**config.mk**
```make
export PLATFORM = sky130hd
export DESIGN_NAME = priority_arbiter_seq_flat
export DESIGN_NICKNAME = d
export VERILOG_FILES = /design/src/rtl/priority_arbiter_seq_if.sv /design/src/rtl/priority_arbiter_seq.sv /design/src/flat_wrapper.sv
export SDC_FILE = /design/constraint.sdc
export NUM_CORES = 1
export LEC_CHECK = 0
export BUFFER_PORTS_ARGS = -buffer_cell sky130_fd_sc_hd__buf_2
export CAP_MARGIN = 0
export CORE_MARGIN = 4
export CORE_UTILIZATION = 30
export CTS_CLUSTER_SIZE = 12
export DETAILED_ROUTE_END_ITERATION = 8
export PLACE_DENSITY = 0.57
export SYNTH_ARGS = -nofsm -noshare
export SYNTH_HDL_FRONTEND = slang
export SYNTH_SLANG_ARGS = --single-unit
export TNS_END_PERCENT = 20
```
**constraint.sdc**
```tcl
create_clock -name clk -period 1.4 [get_ports clk]
set_input_delay 0.07 -clock clk [delete_from_list [all_inputs] [get_ports clk]]
set_output_delay 0.07 -clock clk [all_outputs]
set_load 0.005 [all_outputs]
```
**src/rtl/priority_arbiter_seq_if.sv**
```systemverilog
// Request/grant bundle for priority_arbiter_seq: request vector in, one granted index out.
// Handshake: out_idx transfers in any cycle where out_valid && out_ready; out_valid/out_idx hold while stalled.
interface priority_arbiter_seq_if #(
    parameter int WIDTH = 8,
    parameter int IDX_W = 3
);
    logic [WIDTH-1:0] req;
    logic             out_ready;
    logic             out_valid;
    logic [IDX_W-1:0] out_idx;
    logic [WIDTH-1:0] pending;
    logic             any_pending;

    modport master (
        output req, out_ready,
        input  out_valid, out_idx, pending, any_pending
    );

    modport slave (
        input  req, out_ready,
        output out_valid, out_idx, pending, any_pending
    );
endinterface

```
**src/rtl/priority_arbiter_seq.sv**
```systemverilog
// Sticky-request arbiter with a registered grant. Fixed priority (highest index wins) by default;
// define ROUND_ROBIN_EN to rotate the search below a pointer that follows the last transferred index.
module priority_arbiter_seq #(
    parameter int WIDTH = 8,
    parameter int IDX_W = 3
) (
    input logic                  clk,
    input logic                  rst,
    priority_arbiter_seq_if.slave bus
);
    logic [WIDTH-1:0] pending;
    logic             out_valid;
    logic [IDX_W-1:0] out_idx;

    logic             transfer;
    logic             load;
    logic [WIDTH-1:0] clear;
    logic [WIDTH-1:0] sel;
    logic [IDX_W-1:0] win_idx;

    assign transfer = out_valid & bus.out_ready;
    assign load     = ~out_valid | transfer;

    always_comb begin
        clear = '0;
        if (transfer) begin
            clear[out_idx] = 1'b1;
        end
    end

    // Selection ignores this cycle's req, so a new request needs one cycle in pending first.
    assign sel = pending & ~clear;

`ifdef ROUND_ROBIN_EN
    logic [IDX_W-1:0] ptr;

    // Walk from the lowest-precedence candidate (ptr itself) up to ptr-1 so the last hit wins.
    always_comb begin
        win_idx = '0;
        for (int k = WIDTH; k >= 1; k--) begin
            if (sel[(int'(ptr) + WIDTH - k) % WIDTH]) begin
                win_idx = IDX_W'((int'(ptr) + WIDTH - k) % WIDTH);
            end
        end
    end

    always_ff @(posedge clk) begin
        if (rst) begin
            ptr <= '0;
        end else if (transfer) begin
            ptr <= out_idx;
        end
    end
`else
    always_comb begin
        win_idx = '0;
        for (int i = 0; i < WIDTH; i++) begin
            if (sel[i]) begin
                win_idx = IDX_W'(i);
            end
        end
    end
`endif

    always_ff @(posedge clk) begin
        if (rst) begin
            pending   <= '0;
            out_valid <= 1'b0;
            out_idx   <= '0;
        end else begin
            // OR-ing req after the clear lets a re-request survive its own transfer.
            pending <= sel | bus.req;
            if (load) begin
                out_valid <= |sel;
                out_idx   <= win_idx;
            end
        end
    end

    assign bus.pending     = pending;
    assign bus.any_pending = |pending;
    assign bus.out_valid   = out_valid;
    assign bus.out_idx     = out_idx;
endmodule

```
**src/flat_wrapper.sv**
```systemverilog
// flat-port wrapper written by rule: the top's interface ports become plain ports
module priority_arbiter_seq_flat 
#(
    parameter int WIDTH = 8,
    parameter int IDX_W = 3
)
  (clk, rst, bus_req, bus_out_ready, bus_out_valid, bus_out_idx, bus_pending, bus_any_pending);
  priority_arbiter_seq_if #(.WIDTH(WIDTH), .IDX_W(IDX_W)) bus_i ();
  input logic clk;
  input logic rst;
  input wire logic [$bits(bus_i.req)-1:0] bus_req;
  input wire logic [$bits(bus_i.out_ready)-1:0] bus_out_ready;
  output wire logic [$bits(bus_i.out_valid)-1:0] bus_out_valid;
  output wire logic [$bits(bus_i.out_idx)-1:0] bus_out_idx;
  output wire logic [$bits(bus_i.pending)-1:0] bus_pending;
  output wire logic [$bits(bus_i.any_pending)-1:0] bus_any_pending;
  assign bus_i.req = bus_req;
  assign bus_i.out_ready = bus_out_ready;
  assign bus_out_valid = bus_i.out_valid;
  assign bus_out_idx = bus_i.out_idx;
  assign bus_pending = bus_i.pending;
  assign bus_any_pending = bus_i.any_pending;
  priority_arbiter_seq #(.WIDTH(WIDTH), .IDX_W(IDX_W)) u_core (.clk(clk), .rst(rst), .bus(bus_i));
endmodule
```
== Word level (Yosys, flattened, before mapping) ==
Cells that the tools add are included.
W data, S select, Z words.

* Bits in registers: 12
* Logic and storage cells: 24
* Output and inout bits: 13
* Input bits: 11

* Order comparisons: 2
* Mux-type cells: 10
* Reductions and logical operators: 3
* Bitwise logic cells: 6

{| class="wikitable"
|+ Operator list
! kind !! count
|-
| $reduce_or A8 Y1 || 2
|-
| $mux W3 || 4
|-
| $and A8 B8 Y8 || 1
|-
| $mux W8 || 1
|-
| $not A8 Y8 || 1
|-
| $or A8 B8 Y8 || 1
|-
| $lt A3 B4 Y1 const B || 1
|-
| $mux W2 || 2
|-
| $demux W1 S3 || 1
|-
| $ge A3 B1 Y1 const B || 1
|-
| $mux W1 || 2
|-
| $and A1 B1 Y1 || 1
|-
| $logic_and A1 B1 Y1 || 1
|-
| $not A1 Y1 || 1
|-
| $or A1 B1 Y1 || 1
|}

== Logic depth before layout (Yosys ltp) ==
Gate-level depths: netlist of run 1.

* Word-level depth: 14
* Gate-level depth with buffers: 5
* Gate-level depth less buffers: 4

== Worst setup path after synthesis of run 1 ==
No wires, ideal clock.

* Path kind: flip-flop to flip-flop
* Start: register u_core.out_idx[1], in the netlist u_core.bus.out_idx[1]
* End: register u_core.out_valid, in the netlist u_core.bus.out_valid
* Data required time: 1.266 ns
* Library setup time: 0.134 ns
* Clock period less this slack: 1.309 ns
* Arrival time: 1.175 ns
* Setup slack: 0.091 ns
* Path buffers: 1
* Cell stages (with the launch flop): 6
* Path through: dfxtp_1 -> buf_4 -> nand4_1 -> a21bo_2 -> and4b_1 -> a31oi_1

* Cells in the longest elaborated chain, start to end: 8
* Elaborated cells on any way between the ends: 9
* Classes of those cells: order compare: 2; mux: 3; bitwise: 2; reduce/logical: 2

{| class="wikitable"
|+ Ends and longest elaborated chain
! item !! line !! source
|-
| start: declaration || priority_arbiter_seq.sv:13 || <nowiki>logic [IDX_W-1:0] out_idx;</nowiki>
|-
| start signal: assignment || priority_arbiter_seq.sv:75 || <nowiki>out_idx <= win_idx;</nowiki>
|-
| $lt A3 B4 Y1 (not written as such) or $ge A3 B1 Y1 (tied branches) || priority_arbiter_seq.sv:27 || <nowiki>clear[out_idx] = 1'b1;</nowiki>
|-
| $logic_and A1 B1 Y1 (not written as such) || priority_arbiter_seq.sv:27 ||
|-
| $mux W1 (not written as such) || priority_arbiter_seq.sv:27 ||
|-
| $demux W1 S3 (*) || n/a ||
|-
| $mux W8 (*) || priority_arbiter_seq.sv:26 || <nowiki>if (transfer) begin</nowiki>
|-
| $not A8 Y8 (*) || priority_arbiter_seq.sv:32 || <nowiki>assign sel = pending & ~clear;</nowiki>
|-
| $and A8 B8 Y8 (*) || priority_arbiter_seq.sv:32 ||
|-
| $reduce_or A8 Y1 (*) || priority_arbiter_seq.sv:74 || <nowiki>out_valid <= |sel;</nowiki>
|-
| end signal: assignment || priority_arbiter_seq.sv:74 ||
|-
| end: declaration || priority_arbiter_seq.sv:12 || <nowiki>logic out_valid;</nowiki>
|}

Mark *: on every way between the ends. The rest lies on a longest branch, timed or not.
A chain may end at the register's enable or synchronous reset.

== Worst setup path in the final report of run 1 ==
* Start: register u_core.out_idx[2], in the netlist u_core.bus.out_idx[2]
* End: register u_core.out_idx[1], in the netlist u_core.bus.out_idx[1]

* Cells in the longest elaborated chain, start to end: 13
* Elaborated cells on any way between the ends: 14
* Classes of those cells: order compare: 2; mux: 9; bitwise: 2; reduce/logical: 1

{| class="wikitable"
|+ Ends and longest elaborated chain
! item !! line !! source
|-
| $lt A3 B4 Y1 (not written as such) or $ge A3 B1 Y1 (tied branches) || priority_arbiter_seq.sv:27 ||
|-
| $logic_and A1 B1 Y1 (not written as such) || priority_arbiter_seq.sv:27 ||
|-
| $mux W1 (not written as such) || priority_arbiter_seq.sv:27 ||
|-
| $demux W1 S3 (*) || n/a ||
|-
| $mux W8 (*) || priority_arbiter_seq.sv:26 ||
|-
| $not A8 Y8 (*) || priority_arbiter_seq.sv:32 ||
|-
| $and A8 B8 Y8 (*) || priority_arbiter_seq.sv:32 ||
|-
| $mux W2 (2 in a row) || priority_arbiter_seq.sv:58 || <nowiki>if (sel[i]) begin</nowiki>
|-
| $mux W3 (3 in a row) || priority_arbiter_seq.sv:58 ||
|-
| $mux W3 (*) || priority_arbiter_seq.sv:58 ||
|}

Marked as above.

==> flow_summary_export.csv, run 1 <==
group,metric,value,unit
critical_path,end_kind,"flip-flop",
run,drv_cap,0,
power,peakVddDrop,0.537,mV
synthesis,yosys.cell_types.count,31,
layout,instances_no_fill,130,
layout,num-nets-final,116,
detailed_routing,wl_per_cell,12.7,um
grt,grt_max_degree,13,
power,p_leak,0.361,nW
clock_tree,root_buffer,"clkbuf_4",
clock_tree,cts_inserted_buffers,3,
timing,slew_headroom,0.793,
synthesis,syn_area_per_cell,8.59,um^2
synthesis,synthTopCellsByArea,"dfxtp_1 37%, nor2_1 8.7%, a21oi_1 4.7%",
layout,num_antenna_cells,0,
critical_path,cp.arrival,1460,ps
detailed_routing,remaining_drc_errors,0,
floorplan,die_h,54.3,um
min_path,min-delay-start,"bus_req[6]",
critical_path,start_kind,"flip-flop",
power,powerDensity,974,nW/um^2
floorplan,die_area,2950,um^2
placement,dp.cells,127,
grt,grt_overflow_total,0,
synthesis,synth_warnings,0,
critical_path,crit_chain,"nand4b_1 > or3_1 > o2111ai_1 > a211oi_2",
layout,layout-drive-gt1-share,0.408,
layout,areaGrowthSynthToFinish,28.9,%
synthesis,synth_async_sr_flop_share,0,
timing,finalHoldViolCount,0,
clock_tree,cts.sinks,12,
critical_path,worstSetupPathType,"flip-flop to flip-flop",
detailed_routing,firstDrtPassIters,4,
floorplan,die-width,54.3,um
critical_path,crit_slowest_cell,"dfxtp_2",
critical_path,rr_worst_depth,4,
critical_path,rrSetupSlack,90,ps
layout,fillCellCount,216,
status,status,"finished, final reports clean",
critical_path,worstPathMaxFanout,6,
timing,timing.final.crit_share,0.933,
timing,achievable-frequency,766,MHz
critical_path,r2r-start,"u_core.bus.out_idx[2]",
min_path,hold-path-endpoint,"u_core.bus.pending[6]",
detailed_routing,routed_wl,1.65,mm
grt,antenna_found_initial,0,
clock_tree,clk_pin_slew_worst_paths,70,ps
clock_tree,htree_num_levels,1,
floorplan,core_area,2000,um^2
placement,dp_hpwl,1.32,mm
clock_tree,cts_tree,"done",
timing,setup_violations,0,
synthesis,synth-seq-area-share,0.373,
timing,fin_skew,8.12,ps
grt,grt_pass1_wl,2.63,mm
detailed_routing,drt_iter0_drc,12,
synthesis,synth_edf_count,0,
min_path,hold-path-cell-count,3,
timing,min_period,1310,ps
synthesis,ys_seq_elements,12,
timing,rsz0062_at_grt,"false",
synthesis,synth_nets,86,
clock_tree,cts_buffer_depth,2,
detailed_routing,vias,670,
critical_path,r2r_end,"u_core.bus.out_idx[1]",
synthesis,yosys.area.top_type,"dfxtp_1",
clock_tree,clock_latency,270,ps
floorplan,ioPinCount,24,
detailed_routing,antenna_left,0,
synthesis,syn_inst,75,
layout,utilization,0.415,
floorplan,num_rows,16,
synthesis,netlist_area,644,um^2
synthesis,synthFlopType,"dfxtp_1",
timing,worst_pin_slew,308,ps
placement,io_buffer_count,23,
synthesis,synth_top_cell_area_share,0.373,
min_path,hold_class,"input pin to flip-flop",
timing,whs,9.77,ps
placement,place_congestion,0.919,
detailed_routing,avgViaCountPerCell,5.15,
grt,grt_pass1_vias,599,
floorplan,initial_core_util,0.322,
critical_path,slowest_delay,360,ps
timing,slew_viol_final,0,
timing,setup-tns-final,0,ps
critical_path,cp.required,1560,ps
grt,grt_use_total,0.126,
clock_tree,cts-hold-fix-buffers,0,
## per-stage QoR
| step | worst slack (ps) | power (W) | instance area [um^2] |
|---|---|---|---|
| global placement | 62.2 | 0.000607 | 805 |
| CTS | 37.5 | 0.000820 | 827 |
| floorplan | 91.0 | 0.000530 | 644 |
| finish | 94.0 | 0.000809 | 831 |
| detailed placement | 61.7 | 0.000608 | 805 |
| global route | 33.3 | 0.000860 | 831 |
## worst max path at each step
| stage | start | end | cells after the start |
|---|---|---|---|
| after global routing | u_core.bus.out_idx[0] | u_core.bus.out_idx[1] | 4 |
| after floorplan | u_core.bus.out_idx[1] | u_core.bus.out_valid | 5 |
| after detailed placement | u_core.bus.out_idx[0] | u_core.bus.out_idx[1] | 4 |
| after CTS | u_core.bus.out_idx[0] | u_core.bus.out_idx[1] | 4 |
| after global placement | u_core.bus.out_valid | u_core.bus.out_idx[1] | 4 |
| final | u_core.bus.out_idx[2] | u_core.bus.out_idx[1] | 4 |
## cell usage after synthesis, drive strengths merged (2+ instances only)
| cell | instances |
|---|---|
| buf | 2 |
| o21a | 2 |
| o31ai | 3 |
| nand2 | 2 |
| dfxtp | 12 |
| a31oi | 2 |
| inv | 6 |
| a21oi | 6 |
| nor4 | 2 |
| o21ai | 2 |
| nor2 | 15 |
| nand3 | 3 |
| nand2b | 3 |
| o221ai | 2 |
## sequential cells by signal, indices dropped and copies added, names as in the netlist
register and count:
u_core.bus.out_valid 1, u_core.bus.pending 8, u_core.bus.out_idx 3
## worst max-delay path: cells and delay by family (launching register included)
kind	cells	cell delay (ps)
simple gates	2	590
flops	1	360
compound gates	2	250
## area by class of cell
type,instances,area (um^2),area share
inverter,6,22.5,0.0271
multi-input combinational,54,355,0.428
timing repair buffer,28,153,0.184
sequential,12,244,0.294
tap,27,33.8,0.0407
clock buffer,3,22.5,0.0271
## cells by family (layout without fill, tap and decap cells)
logic type | after synthesis | after routing | synth area share
and+or+nand+nor | 31 | 31 | 0.270
AOI/OAI and AO/OA | 23 | 23 | 0.282
buffers and inverters | 9 | 37 | 0.0757
DFF | 12 | 12 | 0.373
## where the power goes
group	switching, W	internal (W)	leakage [nW]	total [W]
logic	0.0000954	0.0000954	0.246	0.000191
registers	0.0000404	0.000372	0.101	0.000412
clock network	0.000107	0.0000994	0.0138	0.000206
## timing repair
action                     in CTS  in global routing
setup buffers                   0                  0
gates resized for setup         0                  4
setup endpoints to repair       0                  3
## cells in the final DEF (no fill, tap or decap), drive strengths merged, types with 2 or more instances in the layout
| cell | count |
|---|---|
| a31oi | 2 |
| inv | 6 |
| nand3 | 3 |
| buf | 28 |
| o221ai | 2 |
| nand2b | 3 |
| clkbuf | 3 |
| dfxtp | 12 |
| o21ai | 2 |
| nor2 | 15 |
| o21a | 2 |
| o31ai | 3 |
| nand2 | 2 |
| a21oi | 6 |
| nor4 | 2 |
## layer usage
metal / vias up / wire, um / GRT usage / share of wire
met5: - / 0 / 0 / 0
met4: 0 / 17 / 0.0622 / 0.010
met3: 4 / 121 / 0.0381 / 0.074
met2: 23 / 752 / 0.193 / 0.46
met1: 313 / 754 / 0.159 / 0.46
li1: 330 / - / - / -
Note: power is estimated with default switching activity, not from simulation.
==> inputs of run 2 (changes only) <==
--- a/config.mk
+++ b/config.mk
@@ -12,6 +12,8 @@
 export CTS_CLUSTER_SIZE = 12
 export DETAILED_ROUTE_END_ITERATION = 8
 export PLACE_DENSITY = 0.57
+export SETUP_SLACK_MARGIN = 0.1
+export SLEW_MARGIN = 20
 export SYNTH_ARGS = -nofsm -noshare
 export SYNTH_HDL_FRONTEND = slang
 export SYNTH_SLANG_ARGS = --single-unit
==> flow_summary_export.csv, run 2 (synthesis gave the netlist of run 1 again) <==
group,metric,value,unit
placement,dp_hpwl,1.29,mm
timing,finalHoldViolCount,0,
power,powerDensity,929,nW/um^2
floorplan,die_h,54.3,um
floorplan,ioPinCount,24,
detailed_routing,firstDrtPassIters,4,
critical_path,rrSetupSlack,110,ps
timing,fin_skew,1.91,ps
layout,areaGrowthSynthToFinish,37.7,%
placement,io_buffer_count,23,
detailed_routing,avgViaCountPerCell,5.05,
layout,utilization,0.443,
clock_tree,clk_pin_slew_worst_paths,70,ps
layout,num_antenna_cells,0,
layout,layout-drive-gt1-share,0.434,
grt,grt_overflow_total,0,
clock_tree,cts.sinks,12,
timing,rsz0062_at_grt,"true",
timing,layout_setup_ws,106,ps
detailed_routing,routed_wl,1.64,mm
layout,reg.largest.list,"u_core.bus.pending: 8 flops, u_core.bus.out_idx: 3 flops, u_core.bus.out_valid: 1 flops",
clock_tree,root_buffer,"clkbuf_4",
grt,grt_pass1_vias,552,
floorplan,core_area,2000,um^2
critical_path,worstPathMaxFanout,6,
layout,largest_reg_flops,8,
timing,slew_viol_final,0,
floorplan,initial_core_util,0.322,
layout,instances_no_fill,133,
critical_path,cp.required,1550,ps
timing,setup-tns-final,0,ps
min_path,hold_class,"input pin to flip-flop",
placement,dp.cells,126,
layout,fillCellCount,206,
grt,global_route.usage.met1,0.160,
detailed_routing,wl_per_cell,12.4,um
floorplan,die-width,54.3,um
detailed_routing,drt_iter0_drc,8,
critical_path,start_kind,"flip-flop",
detailed_routing,vias,671,
grt,met3_usage,0.0354,
detailed_routing,antenna_left,0,
clock_tree,clock_latency,270,ps
grt,grt_use_total,0.119,
floorplan,num_rows,16,
critical_path,cp.arrival,1450,ps
power,p_leak,0.378,nW
placement,place_area,797,um^2
timing,timing.final.crit_share,0.924,
layout,postLayoutCellArea,887,um^2
floorplan,die_area,2950,um^2
layout,num-nets-final,119,
clock_tree,cts_buffer_depth,2,
placement,post-place-ws,72.0,ps
critical_path,crit_slowest_cell,"dfxtp_4",
layout,largest-register,"u_core.bus.pending",
timing,worst_pin_slew,250,ps
grt,grt_max_degree,13,
grt,met2_usage,0.175,
clock_tree,cts_inserted_buffers,3,
layout,final_common_cell,"buf_2",
layout,layout_common_cells,"23 x buf_2, 15 x nor2_1, 10 x dfxtp_1",
critical_path,end_kind,"flip-flop",
timing,min_period,1290,ps
grt,busiest_layer,"met2",
status,status,"finished, final reports clean",
timing,setup_violations,0,
critical_path,crit_chain,"nand3_4 > buf_4 > o31ai_4 > and4b_1 > a31oi_1",
detailed_routing,remaining_drc_errors,0,
critical_path,worstSetupPathType,"flip-flop to flip-flop",
run,drv_cap,0,
critical_path,slowest_delay,380,ps
clock_tree,cts_tree,"done",
clock_tree,htree_num_levels,1,
timing,achievable-frequency,773,MHz
grt,antenna_found_initial,0,
power,peakVddDrop,0.504,mV
timing,slew_headroom,0.832,
grt,grt_pass1_wl,2.51,mm
placement,place_congestion,0.925,
[run 2: cell count changes in the layout (fill, tap and decap cells not counted)]
| cell | delta |
|---|---|
| dfxtp_2 | -3 |
| o31ai_4 | +1 |
| o2111ai_1 | -1 |
| nor4_1 | -2 |
| dfxtp_4 | +2 |
| o31ai_2 | -1 |
| o2111ai_2 | +1 |
| dlygate4sd3_1 | +1 |
| buf_4 | +2 |
| nor4_2 | +2 |
| dfxtp_1 | +1 |
[run 2: what timing repair did]
item,CTS,global route
hold buffers,0,1
resized for setup,2,7
setup buffers,0,3
setup endpoints to repair,2,4
gates cloned,0,0
hold endpoints to repair,0,1
pin swaps,0,3
[run 2: final cells by class]
| class | instances | area [um^2] | share of cell area |
|---|---|---|---|
| multi-input cells | 54 | 383 | 0.432 |
| flip-flops and latches | 12 | 248 | 0.279 |
| repair buffers | 31 | 178 | 0.200 |
| well taps | 27 | 33.8 | 0.0381 |
| clock buffers | 3 | 22.5 | 0.0254 |
| inverters | 6 | 22.5 | 0.0254 |
[run 2: per-layer routing]
layer	vias to the layer above	wire length, um
met4	0	28
met2	20	744
met1	313	765
li1	335	-
met5	-	0
met3	3	104
[run 2: critical path, delay by kind of cell, from the launching register on]
family / cells / cell delay [ps]
simple gates: 2 / 360
flops: 1 / 380
compound gates: 2 / 270
buf+inv: 1 / 160
[run 2: metrics by stage]
| stage | hold slack (ps) | power [W] |
|---|---|---|
| 2_1_floorplan | 140 | 0.000533 |
| 3_3_place_gp | 278 | 0.000604 |
| 3_5_place_dp | 284 | 0.000604 |
| 4_1_cts | 0.00974 | 0.000814 |
| 5_1_grt | 6.56 | 0.000875 |
| 6_report | 4.73 | 0.000824 |
[run 2: where the power goes]
part / total (W) / switching (W) / internal [W]
combinational: 0.000208 / 0.000104 / 0.000104
sequential: 0.000409 / 0.0000392 / 0.000370
clock: 0.000207 / 0.000107 / 0.0000996
[run 2: path summary, 6_finish.rpt]
check	from	cells after the start	to
worst max-delay path	u_core.bus.out_valid	5	u_core.bus.out_valid
worst min-delay path	bus_req[6]	3	u_core.bus.pending[6]
worst min register to register	u_core.bus.pending[4]	2	u_core.bus.pending[4]
worst max register to register	u_core.bus.out_valid	5	u_core.bus.out_valid
==> inputs of run 3 (changes only) <==
--- a/config.mk
+++ b/config.mk
@@ -5,9 +5,9 @@
 export SDC_FILE = /design/constraint.sdc
 export NUM_CORES = 1
 export LEC_CHECK = 0
+export ABC_CLOCK_PERIOD_IN_PS = 1400
 export BUFFER_PORTS_ARGS = -buffer_cell sky130_fd_sc_hd__buf_2
 export CAP_MARGIN = 0
-export CORE_MARGIN = 4
 export CORE_UTILIZATION = 30
 export CTS_CLUSTER_SIZE = 12
 export DETAILED_ROUTE_END_ITERATION = 8
==> flow_summary_export.csv, run 3 (synthesis gave the netlist of run 1 again) <==
group,metric,value,unit
placement,place_congestion,0.851,
timing,slew_viol_final,0,
timing,worst_pin_slew,277,ps
clock_tree,clk_pin_slew_worst_paths,80,ps
timing,fin_skew,5.70,ps
detailed_routing,wl_per_cell,12.0,um
floorplan,num_rows,16,
timing,rsz0062_at_grt,"true",
grt,grt_pass1_wl,2.66,mm
power,peakVddDrop,0.533,mV
grt,grt_max_degree,13,
timing,achievable-frequency,762,MHz
layout,reg.largest.list,"u_core.bus.pending: 8 flops, u_core.bus.out_idx: 3 flops, u_core.bus.out_valid: 1 flops",
detailed_routing,routed_wl,1.60,mm
timing,slew_headroom,0.815,
grt,antenna_found_initial,0,
detailed_routing,vias,687,
detailed_routing,wl_met2,755,um
run,drv_cap,0,
clock_tree,cts.sinks,12,
layout,final_common_cell,"buf_2",
min_path,min-delay-start,"bus_req[5]",
layout,largest_reg_flops,8,
floorplan,core_area,1980,um^2
detailed_routing,wl_met3,88,um
detailed_routing,drt_iter0_drc,15,
grt,grt_overflow_total,0,
detailed_routing,firstDrtPassIters,4,
layout,layout_common_cells,"23 x buf_2, 15 x nor2_1, 9 x dfxtp_1",
placement,io_buffer_count,23,
layout,utilization,0.448,
grt,grt_pass1_vias,620,
detailed_routing,m1WireLength,740,um
critical_path,crit_start,"u_core.bus.out_idx[2]",
critical_path,cp.required,1560,ps
detailed_routing,routed.top_layer,"met4",
floorplan,die-width,48.3,um
detailed_routing,avgViaCountPerCell,5.13,
layout,layout-drive-gt1-share,0.402,
power,p_leak,0.382,nW
clock_tree,cts_tree,"done",
detailed_routing,antenna_left,0,
clock_tree,htree_num_levels,1,
clock_tree,cts_inserted_buffers,3,
layout,areaGrowthSynthToFinish,37.9,%
floorplan,die_h,48.3,um
timing,timing.final.crit_share,0.938,
layout,num-nets-final,119,
layout,num_antenna_cells,0,
placement,dp_hpwl,1.18,mm
timing,min_period,1310,ps
critical_path,worstPathMaxFanout,6,
floorplan,initial_core_util,0.325,
status,status,"finished, final reports clean",
critical_path,cp.arrival,1480,ps
floorplan,die_area,2340,um^2
timing,finalHoldViolCount,0,
critical_path,end_kind,"flip-flop",
power,powerDensity,1000,nW/um^2
critical_path,worstSetupPathType,"flip-flop to flip-flop",
timing,setup_violations,0,
detailed_routing,remaining_drc_errors,0,
clock_tree,root_buffer,"clkbuf_4",
min_path,hold_class,"input pin to flip-flop",
grt,grt_use_total,0.146,
clock_tree,clock_latency,280,ps
critical_path,start_kind,"flip-flop",
clock_tree,cts_buffer_depth,2,
critical_path,r2r-start,"u_core.bus.out_idx[2]",
layout,fillCellCount,196,
floorplan,ioPinCount,24,
layout,largest-register,"u_core.bus.pending",
timing,setup-tns-final,0,ps
## run 3: worst paths after layout
kind / endpoint / slack [ps] / depth (start not counted)
hold / removal: u_core.bus.pending[5] / 6 / 3
setup / recovery: u_core.bus.out_idx[1] / 90 / 4
setup reg to reg: u_core.bus.out_idx[1] / 90 / 4
hold reg to reg: u_core.bus.pending[7] / 530 / 2
## run 3: routing by layer
layer	vias up	global-route usage
li1	340	-
met3	2	0.0409
met5	-	0
met1	321	0.183
met4	0	0.0735
met2	24	0.230
## run 3: critical path: stages (launching register included)
cell	delay (ps)
dfxtp_4	370
nand4b_1	240
or3_1	370
o2111ai_1	130
a211oi_2	100
## run 3: layout make-up
cell class | instances | area [um^2] | area share
repair buffers | 31 | 185 | 0.208
inverters | 6 | 22.5 | 0.0254
well taps | 27 | 33.8 | 0.0380
flip-flops and latches | 12 | 249 | 0.280
multi-input cells | 54 | 362 | 0.407
clock buffers | 4 | 36.3 | 0.0408
## run 3: metrics by stage
stage	std cells	hold slack, ps	cell area [um^2]	total power [W]	setup slack [ps]
after floorplan	75	140	648	0.000533	108
after global placement	125	277	790	0.000600	73.4
after detailed placement	125	282	790	0.000598	74.9
after CTS	133	0.628	876	0.000899	94.1
after global routing	134	24.0	888	0.000931	32.1
final	134	6.50	888	0.000890	87.4
## run 3: repair_timing
action / CTS / global route
endpoints found under the setup margin: 4 / 4
hold buffers: 4 / 0
buffers inserted: 0 / 1
pin swaps: 0 / 1
resized for setup: 4 / 3
endpoints found under the hold margin: 4 / 0
## run 3: report_power, final
group          total [W]  switching, W  internal (W)
clock network   0.000282      0.000124      0.000158
logic           0.000197     0.0000960      0.000101
registers       0.000412     0.0000413      0.000370
total           0.000890      0.000261      0.000629
